<file path="src/rtl/stereo_frame_source_if.sv">
// -----------------------------------------------------------------------------
// stereo_frame_source_if
// Pixel-stream bus between the stereo frame source and its consumer.
//
// Handshake: a beat transfers on a rising clock edge where out_valid and
// out_ready are both high. Once the source raises out_valid it holds
// out_valid, pix_l, pix_r, sof, eol and eof stable until that transfer.
// out_ready may change freely and is never used to compute out_valid.
//
// Signals
//   out_valid  source -> sink   beat valid
//   out_ready  sink   -> source sink accepts the beat
//   pix_l      source -> sink   left pixel  (PIX_D bits)
//   pix_r      source -> sink   right pixel (PIX_D bits)
//   sof        source -> sink   beat is pixel (0,0)
//   eol        source -> sink   beat is last pixel of a line
//   eof        source -> sink   beat is last pixel of the frame
// -----------------------------------------------------------------------------
interface stereo_frame_source_if #(
    parameter int PIX_D = 4
);
    logic             out_valid;
    logic             out_ready;
    logic [PIX_D-1:0] pix_l;
    logic [PIX_D-1:0] pix_r;
    logic             sof;
    logic             eol;
    logic             eof;

    modport master (
        output out_valid, pix_l, pix_r, sof, eol, eof,
        input  out_ready
    );

    modport slave (
        input  out_valid, pix_l, pix_r, sof, eol, eof,
        output out_ready
    );
endinterface

</file>
<file path="src/rtl/stereo_frame_source.sv">
// -----------------------------------------------------------------------------
// stereo_frame_source
// Parametrised stereo pixel-stream generator. Emits paired left/right frames
// where the right image is the left image shifted by a programmable disparity,
// with SOF/EOL/EOF markers, line/frame blanking and valid/ready backpressure.
// The disparity ground truth is therefore known by construction.
//
// Optional feature macro: STEREO_SRC_NOISE_EN
//   defined     -> a 16-bit Galois LFSR (x^16+x^14+x^13+x^11+1, seed 16'hACE1
//                  on reset, never reseeded per frame) steps on every accepted
//                  beat; its bit 0 is XORed into the LSB of in-range right pixels.
//   not defined -> no LFSR, right pixels are exact.
//
// Ports
//   clk        in   1       system clock
//   rst        in   1       synchronous, active-high reset (dominates all)
//   enable     in   1       run request, sampled in IDLE and VBLANK only
//   disp       in   DISP_W  disparity, latched when a frame starts
//   mode       in   2       pattern: 0 gradient, 1 checker, 2 hash, 3 FILL_VAL
//   frame_cnt  out  16      completed frames, wraps at 2^16
//   state_dbg  out  2       current FSM state (0 IDLE,1 ACTIVE,2 HBLANK,3 VBLANK)
//   bus        master       out_valid/out_ready/pix_l/pix_r/sof/eol/eof
// -----------------------------------------------------------------------------
module stereo_frame_source #(
    parameter int               IMG_W    = 8,
    parameter int               IMG_H    = 8,
    parameter int               PIX_D    = 4,
    parameter int               DISP_W   = 4,
    parameter int               HBLANK   = 2,
    parameter int               VBLANK   = 4,
    parameter int               BLK_LOG2 = 1,
    parameter logic [PIX_D-1:0] FILL_VAL = '0
) (
    input  logic                clk,
    input  logic                rst,
    input  logic                enable,
    input  logic [DISP_W-1:0]   disp,
    input  logic [1:0]          mode,
    output logic [15:0]         frame_cnt,
    output logic [1:0]          state_dbg,
    stereo_frame_source_if.master bus
);

    localparam int XW   = (IMG_W > 1) ? $clog2(IMG_W) : 1;
    localparam int YW   = (IMG_H > 1) ? $clog2(IMG_H) : 1;
    localparam int SW   = DISP_W + XW + 1;
    localparam int MAXB = (HBLANK > VBLANK) ? ((HBLANK > 1) ? HBLANK : 1)
                                            : ((VBLANK > 1) ? VBLANK : 1);
    localparam int CW   = $clog2(MAXB + 1);

    localparam logic [XW-1:0] LAST_X  = XW'(IMG_W - 1);
    localparam logic [YW-1:0] LAST_Y  = YW'(IMG_H - 1);
    localparam logic [CW-1:0] HB_LOAD = CW'((HBLANK > 0) ? HBLANK - 1 : 0);
    localparam logic [CW-1:0] VB_LOAD = CW'((VBLANK > 0) ? VBLANK - 1 : 0);

    typedef enum logic [1:0] {
        S_IDLE   = 2'd0,
        S_ACTIVE = 2'd1,
        S_HBLANK = 2'd2,
        S_VBLANK = 2'd3
    } state_t;

    state_t            state;
    logic [XW-1:0]     x;
    logic [YW-1:0]     y;
    logic [DISP_W-1:0] disp_q;
    logic [1:0]        mode_q;
    logic [CW-1:0]     cnt;

    // Pattern f(x,y) evaluated in 32 bits and truncated to PIX_D.
    function automatic logic [PIX_D-1:0] pat(input logic [1:0] m,
                                             input logic [31:0] px,
                                             input logic [31:0] py);
        logic [31:0] v;
        case (m)
            2'd0:    v = px + py;
            2'd1:    v = (((px >> BLK_LOG2) ^ (py >> BLK_LOG2)) & 32'd1) != 0 ? '1 : '0;
            2'd2:    v = (px * 32'd5) ^ (py * 32'd3) ^ (px >> 2) ^ (py << 1);
            default: v = 32'(FILL_VAL);
        endcase
        return v[PIX_D-1:0];
    endfunction

    // Right pixel: shifted sample, or FILL_VAL once x+disp leaves the line.
    // The sum is wide enough that it never wraps back into range.
    function automatic logic [PIX_D-1:0] pat_r(input logic [1:0] m,
                                               input logic [DISP_W-1:0] d,
                                               input logic [31:0] px,
                                               input logic [31:0] py,
                                               input logic nb);
        logic [SW-1:0] s;
        s = SW'(px) + SW'(d);
        if (32'(s) < 32'(IMG_W))
            return pat(m, 32'(s), py) ^ PIX_D'(nb);
        else
            return FILL_VAL;
    endfunction

    logic accept;
    logic noise_cur;   // noise bit for a beat loaded without an accept this cycle
    logic noise_adv;   // noise bit for the beat following an accept
    assign accept = bus.out_valid & bus.out_ready;

`ifdef STEREO_SRC_NOISE_EN
    logic [15:0] lfsr;
    logic [15:0] lfsr_nxt;
    assign lfsr_nxt = {1'b0, lfsr[15:1]} ^ (lfsr[0] ? 16'hB400 : 16'h0000);
    always_ff @(posedge clk) begin
        if (rst)
            lfsr <= 16'hACE1;
        else if (accept)
            lfsr <= lfsr_nxt;
    end
    assign noise_cur = lfsr[0];
    assign noise_adv = lfsr_nxt[0];
`else
    assign noise_cur = 1'b0;
    assign noise_adv = 1'b0;
`endif

    // Coordinates of the beat after an accept (only used inside a frame).
    logic [XW-1:0] adv_x;
    logic [YW-1:0] adv_y;
    logic          at_eol;
    logic          at_eof;
    always_comb begin
        adv_x = x + XW'(1);
        adv_y = y;
        if (x == LAST_X) begin
            adv_x = '0;
            adv_y = y + YW'(1);
        end
    end
    assign at_eol = (x == LAST_X);
    assign at_eof = at_eol && (y == LAST_Y);

    // Candidate beats: frame start (fresh disp/mode), advance, line resume.
    logic [PIX_D-1:0] start_l, start_r, adv_l, adv_r, res_l, res_r;
    logic             adv_eol, adv_eof;
    assign start_l = pat(mode, 32'd0, 32'd0);
    assign start_r = pat_r(mode, disp, 32'd0, 32'd0, noise_cur);
    assign adv_l   = pat(mode_q, 32'(adv_x), 32'(adv_y));
    assign adv_r   = pat_r(mode_q, disp_q, 32'(adv_x), 32'(adv_y), noise_adv);
    assign res_l   = pat(mode_q, 32'(x), 32'(y));
    assign res_r   = pat_r(mode_q, disp_q, 32'(x), 32'(y), noise_cur);
    assign adv_eol = (adv_x == LAST_X);
    assign adv_eof = adv_eol && (adv_y == LAST_Y);

    // A new frame begins from IDLE, at the end of VBLANK, or straight after
    // the eof beat when there is no frame blanking at all.
    logic start_now;
    assign start_now = enable &&
                       ((state == S_IDLE) ||
                        (state == S_VBLANK && cnt == '0) ||
                        (state == S_ACTIVE && accept && at_eof && VBLANK == 0));

    always_ff @(posedge clk) begin
        if (rst) begin
            state         <= S_IDLE;
            x             <= '0;
            y             <= '0;
            disp_q        <= '0;
            mode_q        <= '0;
            cnt           <= '0;
            frame_cnt     <= '0;
            bus.out_valid <= 1'b0;
            bus.pix_l     <= '0;
            bus.pix_r     <= '0;
            bus.sof       <= 1'b0;
            bus.eol       <= 1'b0;
            bus.eof       <= 1'b0;
        end else begin
            case (state)
                S_IDLE: begin
                end
                S_ACTIVE: begin
                    if (accept) begin
                        if (at_eof) begin
                            frame_cnt     <= frame_cnt + 16'd1;
                            x             <= '0;
                            y             <= '0;
                            bus.out_valid <= 1'b0;
                            bus.sof       <= 1'b0;
                            bus.eol       <= 1'b0;
                            bus.eof       <= 1'b0;
                            if (VBLANK == 0) begin
                                state <= S_IDLE;
                            end else begin
                                state <= S_VBLANK;
                                cnt   <= VB_LOAD;
                            end
                        end else if (at_eol && HBLANK != 0) begin
                            x             <= adv_x;
                            y             <= adv_y;
                            bus.out_valid <= 1'b0;
                            bus.sof       <= 1'b0;
                            bus.eol       <= 1'b0;
                            state         <= S_HBLANK;
                            cnt           <= HB_LOAD;
                        end else begin
                            x         <= adv_x;
                            y         <= adv_y;
                            bus.pix_l <= adv_l;
                            bus.pix_r <= adv_r;
                            bus.sof   <= 1'b0;
                            bus.eol   <= adv_eol;
                            bus.eof   <= adv_eof;
                        end
                    end
                end
                S_HBLANK: begin
                    if (cnt == '0) begin
                        state         <= S_ACTIVE;
                        bus.out_valid <= 1'b1;
                        bus.pix_l     <= res_l;
                        bus.pix_r     <= res_r;
                        bus.sof       <= 1'b0;
                        bus.eol       <= 1'b0;
                        bus.eof       <= 1'b0;
                    end else begin
                        cnt <= cnt - CW'(1);
                    end
                end
                S_VBLANK: begin
                    if (cnt == '0)
                        state <= S_IDLE;
                    else
                        cnt <= cnt - CW'(1);
                end
                default: state <= S_IDLE;
            endcase

            // Frame start overrides whatever the case above chose.
            if (start_now) begin
                state         <= S_ACTIVE;
                x             <= '0;
                y             <= '0;
                disp_q        <= disp;
                mode_q        <= mode;
                bus.out_valid <= 1'b1;
                bus.pix_l     <= start_l;
                bus.pix_r     <= start_r;
                bus.sof       <= 1'b1;
                bus.eol       <= 1'b0;
                bus.eof       <= 1'b0;
            end
        end
    end

    assign state_dbg = state;

endmodule

</file>
<file path="src/flat_wrapper.sv">
// flat-port wrapper written by rule: the top's interface ports become plain ports
module stereo_frame_source_flat 
#(
    parameter int               IMG_W    = 8,
    parameter int               IMG_H    = 8,
    parameter int               PIX_D    = 4,
    parameter int               DISP_W   = 4,
    parameter int               HBLANK   = 2,
    parameter int               VBLANK   = 4,
    parameter int               BLK_LOG2 = 1,
    parameter logic [PIX_D-1:0] FILL_VAL = '0
)
  (clk, rst, enable, disp, mode, frame_cnt, state_dbg, bus_out_valid, bus_pix_l, bus_pix_r, bus_sof, bus_eol, bus_eof, bus_out_ready);
  stereo_frame_source_if #(.PIX_D(PIX_D)) bus_i ();
  input  logic clk;
  input  logic rst;
  input  logic enable;
  input  logic [DISP_W-1:0] disp;
  input  logic [1:0] mode;
  output logic [15:0] frame_cnt;
  output logic [1:0] state_dbg;
  output wire logic [$bits(bus_i.out_valid)-1:0] bus_out_valid;
  output wire logic [$bits(bus_i.pix_l)-1:0] bus_pix_l;
  output wire logic [$bits(bus_i.pix_r)-1:0] bus_pix_r;
  output wire logic [$bits(bus_i.sof)-1:0] bus_sof;
  output wire logic [$bits(bus_i.eol)-1:0] bus_eol;
  output wire logic [$bits(bus_i.eof)-1:0] bus_eof;
  input wire logic [$bits(bus_i.out_ready)-1:0] bus_out_ready;
  assign bus_out_valid = bus_i.out_valid;
  assign bus_pix_l = bus_i.pix_l;
  assign bus_pix_r = bus_i.pix_r;
  assign bus_sof = bus_i.sof;
  assign bus_eol = bus_i.eol;
  assign bus_eof = bus_i.eof;
  assign bus_i.out_ready = bus_out_ready;
  stereo_frame_source #(.IMG_W(IMG_W), .IMG_H(IMG_H), .PIX_D(PIX_D), .DISP_W(DISP_W), .HBLANK(HBLANK), .VBLANK(VBLANK), .BLK_LOG2(BLK_LOG2), .FILL_VAL(FILL_VAL)) u_core (.clk(clk), .rst(rst), .enable(enable), .disp(disp), .mode(mode), .frame_cnt(frame_cnt), .state_dbg(state_dbg), .bus(bus_i));
endmodule
</file>
<file path="config.mk">
export PLATFORM = sky130hd
export DESIGN_NAME = stereo_frame_source_flat
export DESIGN_NICKNAME = d
export VERILOG_FILES = /design/src/rtl/stereo_frame_source_if.sv /design/src/rtl/stereo_frame_source.sv /design/src/flat_wrapper.sv
export SDC_FILE = /design/constraint.sdc
export NUM_CORES = 1
export LEC_CHECK = 0
export BUFFER_PORTS_ARGS = -buffer_cell sky130_fd_sc_hd__buf_2
export CAP_MARGIN = 20
export CORE_AREA = 2 2 70 122
export DETAILED_ROUTE_END_ITERATION = 8
export DIE_AREA = 0 0 72 124
export GPL_ROUTABILITY_DRIVEN = 0
export GPL_TIMING_DRIVEN = 0
export SETUP_SLACK_MARGIN = 0.02
export SLEW_MARGIN = 10
export SYNTH_ARGS = -nofsm -noshare
export SYNTH_HDL_FRONTEND = slang
export SYNTH_SLANG_ARGS = --single-unit
</file>
<file path="constraint.sdc">
create_clock -name clk -period 4.25 [get_ports clk]
set_input_delay 0.425 -clock clk [delete_from_list [all_inputs] [get_ports clk]]
set_output_delay 0.425 -clock clk [all_outputs]
set_load 0.01 [all_outputs]
</file>
## After elaboration in Yosys (flattened, before gate mapping)

Index checks and enable logic that the tools add are counted.
W data, S select, Z words.

| operators by class | value |
|---|---|
| $lt $le $gt $ge | 3 |
| muxes and demuxes | 58 |
| bitwise logic cells | 18 |
| multiply operators | 7 |
| eq/ne operators | 25 |
| reduce and logical (&&, ||, !) cells | 27 |
| $add $sub $neg | 10 |

Operator list:

| cell | number |
|---|---|
| $mux W4 | 17 |
| $pmux W4 S3 | 5 |
| $xor A4 B4 Y4 | 8 |
| $mux W3 | 8 |
| $reduce_and A5 Y1 | 4 |
| $add A16 B1 Y16 const B | 1 |
| $pmux W4 S2 | 2 |
| $mux W1 | 15 |
| $eq A3 B3 Y1 const B | 4 |
| $reduce_and A4 Y1 | 3 |
| $add A3 B4 Y5 | 2 |
| $lt A5 B4 Y1 const B | 2 |
| $mul A5 B3 Y4 const B | 2 |
| $mux W2 | 5 |
| $ne A3 B1 Y1 const B | 3 |
| $ne A3 B3 Y1 const B | 3 |
| $reduce_and A3 Y1 | 3 |
| $add A3 B3 Y4 | 2 |
| $add A4 B3 Y4 | 2 |
| $eq A2 B2 Y1 const B | 4 |
| $mul A3 B2 Y4 const B | 2 |
| $mul A3 B3 Y4 const B | 2 |
| $ne A2 B2 Y1 const B | 4 |
| $pmux W1 S2 | 4 |
| other kinds (24) | 41 |

| word-level totals | value |
|---|---|
| input port bits | 10 |
| output and inout bits | 30 |
| word-level logic and storage cells | 162 |
| flip-flop bits (word level) | 45 |

## Depth between registers and ports, before layout

Gate-level depths: netlist of the first run.

| logic depth | value |
|---|---|
| word-level depth | 14 |
| mapped depth | 15 |
| gate-level depth less buffers | 14 |

## Worst setup path before layout of the first run

No wires, ideal clock.

| path | value |
|---|---|
| path type | register to register |
| start point | register u_core.x[1] |
| end point | register u_core.bus.pix_r[3] |
| library setup time | 91 ps |
| cell stages (with the launch flop) | 16 |
| arrival | 3256 ps |
| path slack | 903 ps |
| period minus slack after synthesis | 3347 ps |
| buffers on the path | 1 |
| required time | 4159 ps |
| path through | dfxtp_1 -> ha_1 -> ha_1 -> buf_4 -> nor2_1 -> ha_1 -> ha_1 -> or3_1 -> and2_1 -> ha_1 -> xnor2_1 -> xnor2_1 -> a21oi_1 -> xor2_1 -> nand3b_1 -> a311oi_1 |

| between the ends | value |
|---|---|
| word-level cells in the longest chain between the ends | 14 |
| elaborated cells on any way between the ends | 37 |
| those cells by class | add/sub: 5; mul: 3; order compare: 2; eq/ne: 3; mux: 14; bitwise: 8; reduce/logical: 2 |

RTL lines:

| what | line | RTL |
|---|---|---|
| from (decl) | stereo_frame_source.sv:64 | `logic [XW-1:0] x;` |
| from (signal assigned) | stereo_frame_source.sv:193 | `x <= adv_x;` |
| from (signal assigned) | stereo_frame_source.sv:201 | `x <= adv_x;` |
| $add A3 B1 Y3 / $eq A3 B3 Y1 (equally long branches) | stereo_frame_source.sv:127, stereo_frame_source.sv:129, stereo_frame_source.sv:134 |  |
| $mux W3 | stereo_frame_source.sv:129 | `if (x == LAST_X) begin` |
| $add A3 B4 Y5 | stereo_frame_source.sv:92 | `s = SW'(px) + SW'(d);` |
| $mul A5 B3 Y4 | stereo_frame_source.sv:78 | `2'd2: v = (px * 32'd5) ^ (py * 32'd3) ^ (px >> 2) ^ (py << 1);` |
| $xor A4 B4 Y4 | stereo_frame_source.sv:78 |  |
| $xor A4 B3 Y4 | stereo_frame_source.sv:78 |  |
| $xor A4 B4 Y4 | stereo_frame_source.sv:78 |  |
| $pmux W4 S3 | stereo_frame_source.sv:75 | `case (m)` |
| $mux W4 | stereo_frame_source.sv:93 | `if (32'(s) < 32'(IMG_W))` |
| $mux W4 | stereo_frame_source.sv:192 | `end else if (at_eol && HBLANK != 0) begin` |
| $mux W4 | stereo_frame_source.sv:178 | `if (at_eof) begin` |
| $mux W4 | stereo_frame_source.sv:177 | `if (accept) begin` |
| $pmux W4 S2 | stereo_frame_source.sv:173 | `case (state)` |
| $mux W4 | stereo_frame_source.sv:234 | `if (start_now) begin` |
| to (signal assigned) | stereo_frame_source.sv:204 | `bus.pix_r <= adv_r;` |
| to (signal assigned) | stereo_frame_source.sv:216 | `bus.pix_r <= res_r;` |
| to (signal assigned) | stereo_frame_source.sv:242 | `bus.pix_r <= start_r;` |
| to (decl) | stereo_frame_source_if.sv:31 | `output out_valid, pix_l, pix_r, sof, eol, eof,` |

Parallel ways exist; a longest one is shown, timed or not. The select of a mux whose other input is x is not followed.
A chain may end at the register's enable or synchronous reset.

## Worst setup path in the final report of the first run

Ends and elaborated chain as after synthesis.

==> metrics.cfg, run 1 <==
[pwr]
p_seq_share_pct=27.6
p_comb_share_pct=46.2
internal-power_uw=1170
pwr_density_cell_mw_per_mm2=464
leakage_uw=0.00185
ir_worst_vdd_mv=0.241
clkPwrFrac_pct=26.2
swShare_pct=39.1
p_sw_uw=753

[clock_network]
cts_htree_levels=2
worstSkewPairLatency_ns=0.29
cts_tree=yes
clk_path_buf_depth=2
path_clk_slew_ns=0.06
postCtsSetupRepairBufs=0
cts.sinks=45
cts_root_buffer=clkbuf_16
ctsHoldBuffers=0
ctsResizeCount=0
cts_buffers=5

[drt]
vias_per_cell=5.65
first_iter_violations=152
drtAntennaViolNets=0
drc=0
vias=3242
wl_per_cell_um=16.2
drt_pass1_iterations=6
drt-total-wl_um=9310

[timing]
drv_slew=0
hold_violations=0
fin_ws_ns=0.388
finClkSkew_ns=0.00269
timing.hold.ws_ns=0.385
setup_viol=0
worst_slew_pin_slew_ns=0.675
fin_crit_sh_pct=90.9
fmax_mhz=259
grt_setup_unrepaired=false
relSlewSlack_pct=55.0
setup_tns_ns=0
min_period_ns=3.86

[synth]
syn_area_mm2=0.00366
async_reset_ff_share_pct=0
ys_ff_latch=45
synth.avg_cell_area_um2=8.35
yosysSeqAreaShare_pct=24.6
synthCells=438
yosysWarnings=0
syn-num-nets=489
yosysUniqueCellTypes=65
synth_edf_count=0
synth_ff_type=dfxtp_1

[setup_path]
reg2reg_slack_ns=0.39
critPathLaunchType=flop
ff2ff_path_depth=15
arrival_ns=4.06
crit_type=flop to flop
reg2reg_to=u_core.bus.pix_r[3]
crit_path_max_fanout=10
critPathRequiredTime_ns=4.45
crit_path_end_kind=flop
timing.rr.start=u_core.x[1]

[grt]
grt.total_usage_pct=22.3
grt_pass1_wl_um=15200
grt_busiest_layer=met2
grt_util_met1_pct=23.5
antenna_found_initial=0
grt_overflow=0
grt_pass1_vias=3171
grt.met2_usage_pct=42.9
grt.met3_usage_pct=2.35
grt_max_degree=15

[job]
maxCapViolations=0

[cells_and_area]
stdcell_count=574
final_cell_mix=nor2_1 (54), dfxtp_1 (45), buf_2 (42)
mostFrequentLayoutCell=nor2_1
layout-drive-gt1-share_pct=13.6
area_delta_synth_final_pct=13.5
antennaDiodeCount=0
nets=534

[place]
dp_hpwl_um=7510
pre_cts_slack_ns=0.430
place_inst=566
portBuffers=38

[floorplan]
core_mm2=0.00791
dieArea_mm2=0.00893
dieHeight_um=124
boundaryPins=40
initial_core_util_pct=46.2
fp-row-count=43
dieWidth_um=72

[hold_path]
holdPathEnd=u_core.disp_q[3]
hold_path_class=input port to flop
hold_start=disp[3]
hold_depth=3

[outcome]
status=complete, no violations

power groups by stage:
stage / Clock [uW] / Combinational [uW] / Sequential (uW)
after floorplan: 0 / 654 / 543
after global placement: 0 / 885 / 538
after detailed placement: 0 / 888 / 541
after CTS: 514 / 895 / 531
after global routing: 537 / 992 / 538
final: 505 / 891 / 531
metrics by stage:
stage,cell area (um2),utilization (%),power [uW]
after global placement,3960,50.1,1420
final,4150,52.5,1930
after floorplan,3660,-,1200
after global routing,4150,52.5,2070
after CTS,4150,52.5,1940
after detailed placement,3960,50.1,1430
logic make-up (layout without fill, tap and decap cells):
group / count (synthesis) / in the layout / share of synthesized area [%]
compound gates: 103 / 103 / 18.7
fa+ha+maj: 42 / 42 / 15.6
mux: 13 / 13 / 4.24
flops: 45 / 45 / 24.6
buf+inv: 39 / 85 / 4.45
xor+xnor: 48 / 48 / 12.7
simple gates: 148 / 148 / 19.7
critical path, cell delays in order (launching register included):
cell and delay, ns:
dfxtp_1 0.53, ha_1 0.22, ha_1 0.25, buf_4 0.24, nor2_1 0.13, ha_1 0.30, ha_1 0.23, or3_1 0.41
and2_1 0.20, ha_1 0.20, xnor2_1 0.22, xnor2_1 0.09, a21oi_1 0.20, xor2_1 0.18, nand3b_1 0.09, a311oi_1 0.27
state kept, by name, indices dropped and copies added, names as in the netlist:
name	flops
u_core.bus.pix_r	4
u_core.disp_q	4
u_core.state_dbg	2
u_core.bus.sof	1
u_core.bus.out_valid	1
u_core.cnt	3
u_core.bus.eol	1
u_core.frame_cnt	16
u_core.mode_q	2
u_core.bus.pix_l	4
u_core.bus.eof	1
u_core.y	3
u_core.x	3
worst max-delay path by stage:
| stage | from | endpoint | slack, ns | cells after the start |
|---|---|---|---|---|
| finish | u_core.x[1] | u_core.bus.pix_r[3] | 0.39 | 15 |
| global route | u_core.x[0] | u_core.bus.pix_r[3] | 0.05 | 15 |
| CTS | u_core.x[1] | u_core.bus.pix_r[3] | 0.38 | 15 |
| detailed placement | u_core.x[1] | u_core.bus.pix_r[3] | 0.43 | 15 |
| global placement | u_core.x[1] | u_core.bus.pix_r[3] | 0.46 | 15 |
| floorplan | u_core.x[1] | u_core.bus.pix_r[3] | 0.90 | 15 |
layer usage:
| metal | vias to the layer above | wire length, um | part of all wire [%] |
|---|---|---|---|
| met1 | 1544 | 3620 | 39 |
| met2 | 57 | 5200 | 56 |
| met4 | 0 | 249 | 2.7 |
| met3 | 15 | 243 | 2.6 |
| met5 | - | 0 | 0 |
| li1 | 1626 | - | - |
cells in the mapped netlist, types with 8 or more instances:
cell / count / area [um2]
nor2_1: 54 / 203
dfxtp_1: 45 / 901
a21oi_1: 39 / 195
nand2_1: 38 / 143
ha_1: 35 / 438
xnor2_1: 24 / 210
inv_1: 20 / 75.1
xor2_1: 20 / 175
o21ai_0: 17 / 85.1
clkbuf_1: 11 / 41.3
mux2i_1: 11 / 110
a21o_1: 8 / 60.1
nand2b_1: 8 / 50.1
layout make-up:
cell class | count | area [um2]
fill | 782 | 3760
sequential | 45 | 901
multi-input combinational | 354 | 2590
tap | 90 | 113
clock inverter | 3 | 65.1
buffer | 19 | 87.6
clock buffer | 5 | 125
inverter | 20 | 75.1
timing repair buffer | 38 | 190
No activity file was read; power rests on OpenSTA's default activity.
==> run 2: changes to the inputs <==
--- a/config.mk
+++ b/config.mk
@@ -12,6 +12,7 @@
 export DIE_AREA = 0 0 72 124
 export GPL_ROUTABILITY_DRIVEN = 0
 export GPL_TIMING_DRIVEN = 0
+export RECOVER_POWER = 25
 export SETUP_SLACK_MARGIN = 0.02
 export SLEW_MARGIN = 10
 export SYNTH_ARGS = -nofsm -noshare
==> run 2 against run 1 <==
Against the previous run: setup slack got worse by 0.011 ns; cell area decreased by 0.54%; die area unchanged; flip-flop and latch count did not move; wire length is 0.49% higher; largest cell class unchanged; largest power group unchanged.
==> metrics.cfg, run 2 (synthesized netlist as in run 1, its figures left out) <==
[setup_path]
timing.rr.start=u_core.x[1]
arrival_ns=4.08  ; +0.02 ns
slowest_stage=dfxtp_1
cp_cell_sequence=ha_1, ha_1, buf_4, nor2_1, ha_1, ha_1, or3_1, and2_1, ha_1, xnor2_1, xnor2_1, a21oi_1, xor2_1, nand3b_1, a311oi_1
cpPeakStageDelay_ns=0.53  ; about the same
cp_top_family=adder cells
cp_num_buf_inv=1  ; unchanged
critPathLaunchType=flop
crit_path_max_fanout=10  ; unchanged
crit_path_start=u_core.x[1]
crit_path_end_kind=flop
timing.critical_path.mode_cell=ha_1
crit_type=flop to flop
ff2ff_path_depth=15  ; unchanged
crit_cells=15  ; unchanged
critPathRequiredTime_ns=4.45  ; about the same

[pwr]
leakage_uw=0.00177  ; -4.1%
clkPwrFrac_pct=26.4  ; +0.2 points
p_comb_share_pct=46.0  ; -0.2 points
p_sw_uw=756  ; +0.33%
pwr_density_cell_mw_per_mm2=466  ; +0.38%
ir_worst_vdd_mv=0.240  ; -0.16%
p_seq_share_pct=27.6  ; about the same
swShare_pct=39.3  ; +0.19 points
internal-power_uw=1170  ; -0.48%

[clock_network]
cts_htree_levels=2  ; unchanged
cts_tree=yes
cts.sinks=45  ; unchanged
postCtsSetupRepairBufs=0  ; unchanged
cts_buffers=5  ; unchanged
ctsHoldBuffers=0  ; unchanged
cts_root_buffer=clkbuf_16
clk_path_buf_depth=2  ; unchanged
worstSkewPairLatency_ns=0.30  ; about the same
path_clk_slew_ns=0.06  ; about the same
ctsResizeCount=0  ; unchanged

[grt]
antenna_found_initial=0  ; unchanged
grt_pass1_wl_um=15200  ; unchanged
grt_overflow=0  ; unchanged
grt_pass1_vias=3171  ; unchanged
grt.total_usage_pct=22.3  ; unchanged
grt_max_degree=15  ; unchanged

[cells_and_area]
area_delta_synth_final_pct=12.9
largest_register_ffs=16  ; unchanged
final_util_pct=52.2  ; -0.28 points
fill_cells=795  ; +1.7%
nets=534  ; unchanged
top_register=u_core.frame_cnt
final_cell_mix=nor2_1 (54), dfxtp_1 (45), a21oi_1 (39)
mostFrequentLayoutCell=nor2_1
antennaDiodeCount=0  ; unchanged
layout-drive-gt1-share_pct=9.92  ; -3.7 points

[hold_path]
hold_depth=3  ; unchanged
hold_path_class=input port to flop
hold_start=disp[3]

[drt]
routed-wl-met3_um=295  ; +21%
drt-total-wl_um=9360  ; +0.49%
drtAntennaViolNets=0  ; unchanged
wl_per_cell_um=16.3  ; +0.49%
top_layer_used=met4
vias_per_cell=5.66  ; +0.19%
drc=0  ; unchanged
wl_met1_um=3630  ; +0.25%
vias=3248  ; +0.19%
first_iter_violations=155  ; +2.0%
dr_wl_met2_um=5170  ; -0.62%
drt_pass1_iterations=4  ; -2

[floorplan]
fp-row-count=43  ; unchanged
initial_core_util_pct=46.2  ; unchanged
boundaryPins=40  ; unchanged
core_mm2=0.00791  ; unchanged
dieArea_mm2=0.00893  ; unchanged
dieWidth_um=72  ; unchanged
dieHeight_um=124  ; unchanged

[timing]
finClkSkew_ns=0.00281  ; +0.000119 ns
hold_violations=0  ; unchanged
setup_viol=0  ; unchanged
drv_slew=0  ; unchanged
min_period_ns=3.87  ; +0.0111 ns
worst_slew_pin_slew_ns=0.676  ; +0.000543 ns
fmax_mhz=258  ; -0.29%
setup_tns_ns=0  ; unchanged
grt_setup_unrepaired=false
relSlewSlack_pct=54.9  ; about the same
fin_crit_sh_pct=91.1  ; +0.26 points

[job]
maxCapViolations=0  ; unchanged

[place]
portBuffers=38  ; unchanged
dp_hpwl_um=7510  ; unchanged

[outcome]
status=complete, no violations

[run 2: cell types whose count changed in the layout (fill, tap and decap cells not counted)]
cell      change
clkbuf_1     +18
buf_2        -18
[run 2: power groups by stage]
stage	Clock (uW)	Combinational (uW)	Sequential, uW
6_report	509	884	531
5_1_grt	537	986	539
4_1_cts	514	895	531
3_5_place_dp	0	888	541
3_3_place_gp	0	885	538
2_1_floorplan	0	654	543
[run 2: routing by layer]
metal  global-route usage, %  vias to the layer above
met5                       0                        -
li1                        -                     1624
met3                    2.35                       15
met4                    10.7                        0
met1                    23.5                     1549
met2                    42.9                       60
[run 2: final timing paths]
| kind | end | slack [ns] |
|---|---|---|
| min reg2reg | u_core.bus.pix_l[1] | 0.48 |
| max reg2reg | u_core.bus.pix_r[3] | 0.38 |
| min | u_core.disp_q[3] | 0.38 |
| max | u_core.bus.pix_r[3] | 0.38 |
[run 2: final cells by class]
type / count / area [um2] / share of cell area (%)
clock inverters: 3 / 65.1 / 1.58
clock buffers: 5 / 125 / 3.03
flip-flops and latches: 45 / 901 / 21.8
inverters: 20 / 75.1 / 1.82
repair buffers: 38 / 168 / 4.06
plain buffers: 19 / 87.6 / 2.12
multi-input cells: 354 / 2590 / 62.8
well taps: 90 / 113 / 2.73
[run 2: worst register-to-register path: cells and delay by family (launching register included)]
kind                       cells  cell delay, ns
xor gates and xnor gates       3            0.49
and+or+nand+nor                4            0.84
AOI/OAI and AO/OA              2            0.47
buffers and inverters          1            0.24
adders and majority gates      5            1.20
DFF                            1            0.53
[run 2: through the flow]
| step | power, uW | cell area [um2] | hold WS [ns] | setup slack (ns) | cells |
|---|---|---|---|---|---|
| after floorplan | 1200 | 3660 | 0.457 | 0.903 | 438 |
| after global placement | 1420 | 3960 | 0.451 | 0.457 | 566 |
| after detailed placement | 1430 | 3960 | 0.464 | 0.430 | 566 |
| after CTS | 1940 | 4150 | 0.384 | 0.383 | 574 |
| after global routing | 2060 | 4130 | 0.408 | 0.0499 | 574 |
| final | 1920 | 4130 | 0.380 | 0.377 | 574 |
==> run 3: changes to the inputs <==
--- a/config.mk
+++ b/config.mk
@@ -5,11 +5,12 @@
 export SDC_FILE = /design/constraint.sdc
 export NUM_CORES = 1
 export LEC_CHECK = 0
+export ABC_AREA = 1
 export BUFFER_PORTS_ARGS = -buffer_cell sky130_fd_sc_hd__buf_2
 export CAP_MARGIN = 20
-export CORE_AREA = 2 2 70 122
+export CORE_AREA = 2 2 70 123
 export DETAILED_ROUTE_END_ITERATION = 8
-export DIE_AREA = 0 0 72 124
+export DIE_AREA = 0 0 72 125
 export GPL_ROUTABILITY_DRIVEN = 0
 export GPL_TIMING_DRIVEN = 0
 export RECOVER_POWER = 25
==> run 3 against run 2 <==
Against the previous run: critical path type unchanged; largest cell class unchanged; cell count rose by 17%; first-iteration DRC count rose by 19%; highest routed layer unchanged; total power fell by 3.7%.
==> metrics.cfg, run 3 <==
[setup_path]
reg2reg_slack_ns=0.43  ; +0.05 ns
ff2ff_path_depth=20  ; +5
crit_path_end_kind=flop
critPathRequiredTime_ns=4.47  ; +0.02 ns
timing.rr.start=u_core.x[1]
cp_cell_sequence=ha_1, ha_1, buf_6, nor2_1, ha_1, ha_1, or2_2, xor2_1, inv_1, ha_1, a21oi_1, nand3b_1, nand3_1, nand2_1, inv_1, nand2_1, nand2_1, nand2_1, nand2_1, a21oi_1
crit_path_max_fanout=10  ; unchanged
cpPeakStageDelay_ns=0.62  ; +0.09 ns
reg2reg_to=u_core.bus.pix_r[3]
critPathLaunchType=flop
crit_path_start=u_core.x[1]
worstSetupEndpoint=u_core.bus.pix_r[3]
arrival_ns=4.04  ; -0.04 ns
crit_type=flop to flop
slowest_stage=dfxtp_1

[place]
dp_hpwl_um=8430  ; +12%
portBuffers=39  ; +2.6%

[clock_network]
cts_htree_levels=2  ; unchanged
ctsResizeCount=0  ; unchanged
worstSkewPairLatency_ns=0.29  ; about the same
cts.sinks=45  ; unchanged
path_clk_slew_ns=0.06  ; about the same
cts_tree=yes
cts_root_buffer=clkbuf_16
clk_path_buf_depth=2  ; unchanged
cts_buffers=5  ; unchanged
ctsHoldBuffers=0  ; unchanged
postCtsSetupRepairBufs=0  ; unchanged

[floorplan]
core_mm2=0.00809  ; +2.3%
boundaryPins=40  ; unchanged
fp-row-count=44  ; +2.3%
initial_core_util_pct=45.5  ; -0.70 points
dieWidth_um=72  ; unchanged
dieHeight_um=125  ; +0.81%
dieArea_mm2=0.00900  ; +0.81%

[drt]
wl_per_cell_um=15.2  ; -6.5%
drtAntennaViolNets=0  ; unchanged
vias=3708  ; +14%
drt-total-wl_um=10300  ; +9.8%
drt_pass1_iterations=6  ; +2
drc=0  ; unchanged
vias_per_cell=5.50  ; -2.8%
first_iter_violations=185  ; +19%

[timing]
fmax_mhz=262  ; +1.4%
min_period_ns=3.82  ; -0.0525 ns
worst_slew_pin_slew_ns=0.733  ; +0.0575 ns
fin_crit_sh_pct=89.9  ; -1.2 points
setup_tns_ns=0  ; unchanged
grt_setup_unrepaired=false
drv_slew=0  ; unchanged
setup_viol=0  ; unchanged
finClkSkew_ns=0.00534  ; +0.00253 ns
relSlewSlack_pct=50.9  ; -4.0 points
hold_violations=0  ; unchanged

[synth]
synth-xor-area-share_pct=6.14  ; -6.5 points
synth.avg_cell_area_um2=6.89  ; -17%
yosys.area_share.simple_pct=28.1  ; +8.4 points
synthMuxAreaShare_pct=0  ; -4.2 points
syn-num-nets=586  ; +20%
syn_area_mm2=0.00369  ; +0.79%
synth_most_common_cell=nand2_1
async_reset_ff_share_pct=0  ; unchanged
synth_compound_area_share_pct=17.2  ; -1.5 points
synth_top_cell_area_share_pct=24.4  ; -0.19 points
yosys.area.top_type=dfxtp_1
synthCells=535  ; +22%
ys_ff_latch=45  ; unchanged
synthTopCellsByCount=nand2_1 (101), inv_1 (74), a21oi_1 (53)
synth_top_family_by_area=simple AND/OR/NAND/NOR gates
yosysUniqueCellTypes=46  ; -29%
yosysSeqAreaShare_pct=24.4  ; -0.19 points
synthAdderAreaFrac_pct=15.1  ; -0.43 points
yosysWarnings=0  ; unchanged
synth_ff_type=dfxtp_1
yosys-top-cells-area=dfxtp_1 (24%), ha_1 (12%), nand2_1 (10%), inv_1 (7.5%), a21oi_1 (7.2%)
synth_edf_count=0  ; unchanged

[cells_and_area]
mostFrequentLayoutCell=nand2_1
top_register=u_core.frame_cnt
antennaDiodeCount=0  ; unchanged
multi_input_area_mm2=0.00246  ; -5.3%
fill_cells=818  ; +2.9%
nets=632  ; +18%
largest_register_ffs=16  ; unchanged
area_delta_synth_final_pct=12.5
seqCellArea_um2=901  ; unchanged
layout-drive-gt1-share_pct=8.76  ; -1.2 points
final_cell_mix=nand2_1 (101), inv_1 (74), a21oi_1 (53)

[pwr]
ir_worst_vdd_mv=0.395  ; +64%
total_power_uw=1850  ; -3.7%
leakage_uw=0.00197  ; +11%
pwr_density_cell_mw_per_mm2=447  ; -4.1%

[hold_path]
hold_path_class=input port to flop
hold_start=disp[3]

[grt]
grt.total_usage_pct=24.0  ; +1.7 points
grt_pass1_vias=3674  ; +16%
antenna_found_initial=0  ; unchanged
grt_pass1_wl_um=17000  ; +11%
grt_overflow=0  ; unchanged
grt_max_degree=14  ; -1

[job]
maxCapViolations=0  ; unchanged

[outcome]
status=complete, no violations

## run 3: changes by cell type after synthesis, moves of 8 or more
cell	change
nand2_1	+63
inv_1	+54
o21ai_0	+18
nand3_1	+38
xnor2_1	-14
nand2b_1	-8
a21oi_1	+14
mux2i_1	-11
## run 3: metal layers
metal  vias up  part of all wire, %  GRT usage (%)
met1      1726                   37           23.5
met4         0                  5.3           14.9
met5         -                    0              0
met2        89                   55           45.4
li1       1860                    -              -
met3        33                  2.7           2.98
## run 3: power by group
group / switching (uW) / internal, uW / total (uW) / leakage, uW
Sequential: 51.0 / 483 / 534 / 0.000366
Combinational: 581 / 287 / 867 / 0.00152
Clock: 158 / 294 / 451 / 0.0000841
## run 3: worst max-delay path: cells and delay by family (launching register included)
kind	cells	cell delay (ns)
fa+ha+maj	5	1.22
compound gates	2	0.35
flops	1	0.62
buf+inv	3	0.34
simple gates	9	1.02
xor+xnor	1	0.21
## run 3: kinds of logic after synthesis
logic type,count (synthesis)
XOR/XNOR,25
adder cells (fa/ha/maj),41
flip-flops,45
AND/OR/NAND/NOR,226
buffers and inverters,85
AO/OA/AOI/OAI,113
## run 3: how the worst min path moves through the flow
stage	to	slack, ns	cells past startpoint
detailed placement	u_core.bus.sof	0.46	2
global route	u_core.disp_q[3]	0.43	3
global placement	u_core.bus.sof	0.45	2
CTS	u_core.disp_q[3]	0.42	3
floorplan	u_core.cnt[2]	0.43	2
finish	u_core.disp_q[3]	0.43	3
## run 3: cell type report
type,count,share of cell area [%]
multi-input cells,405,59.2
flip-flops and latches,45,21.7
clock buffers,7,3.44
clock inverters,1,0.724
well taps,92,2.78
repair buffers,39,4.16
inverters,77,7.00
plain buffers,8,0.935
## run 3: stage by stage
stage	setup WS, ns	instance area (um2)	hold slack, ns	util, %	cells
global placement	0.579	4000	0.450	49.4	666
detailed placement	0.511	4000	0.457	49.4	666
finish	0.429	4150	0.432	51.2	674
CTS	0.468	4170	0.420	51.5	674
floorplan	1.13	3690	0.433	-	535
global route	0.157	4150	0.428	51.2	674
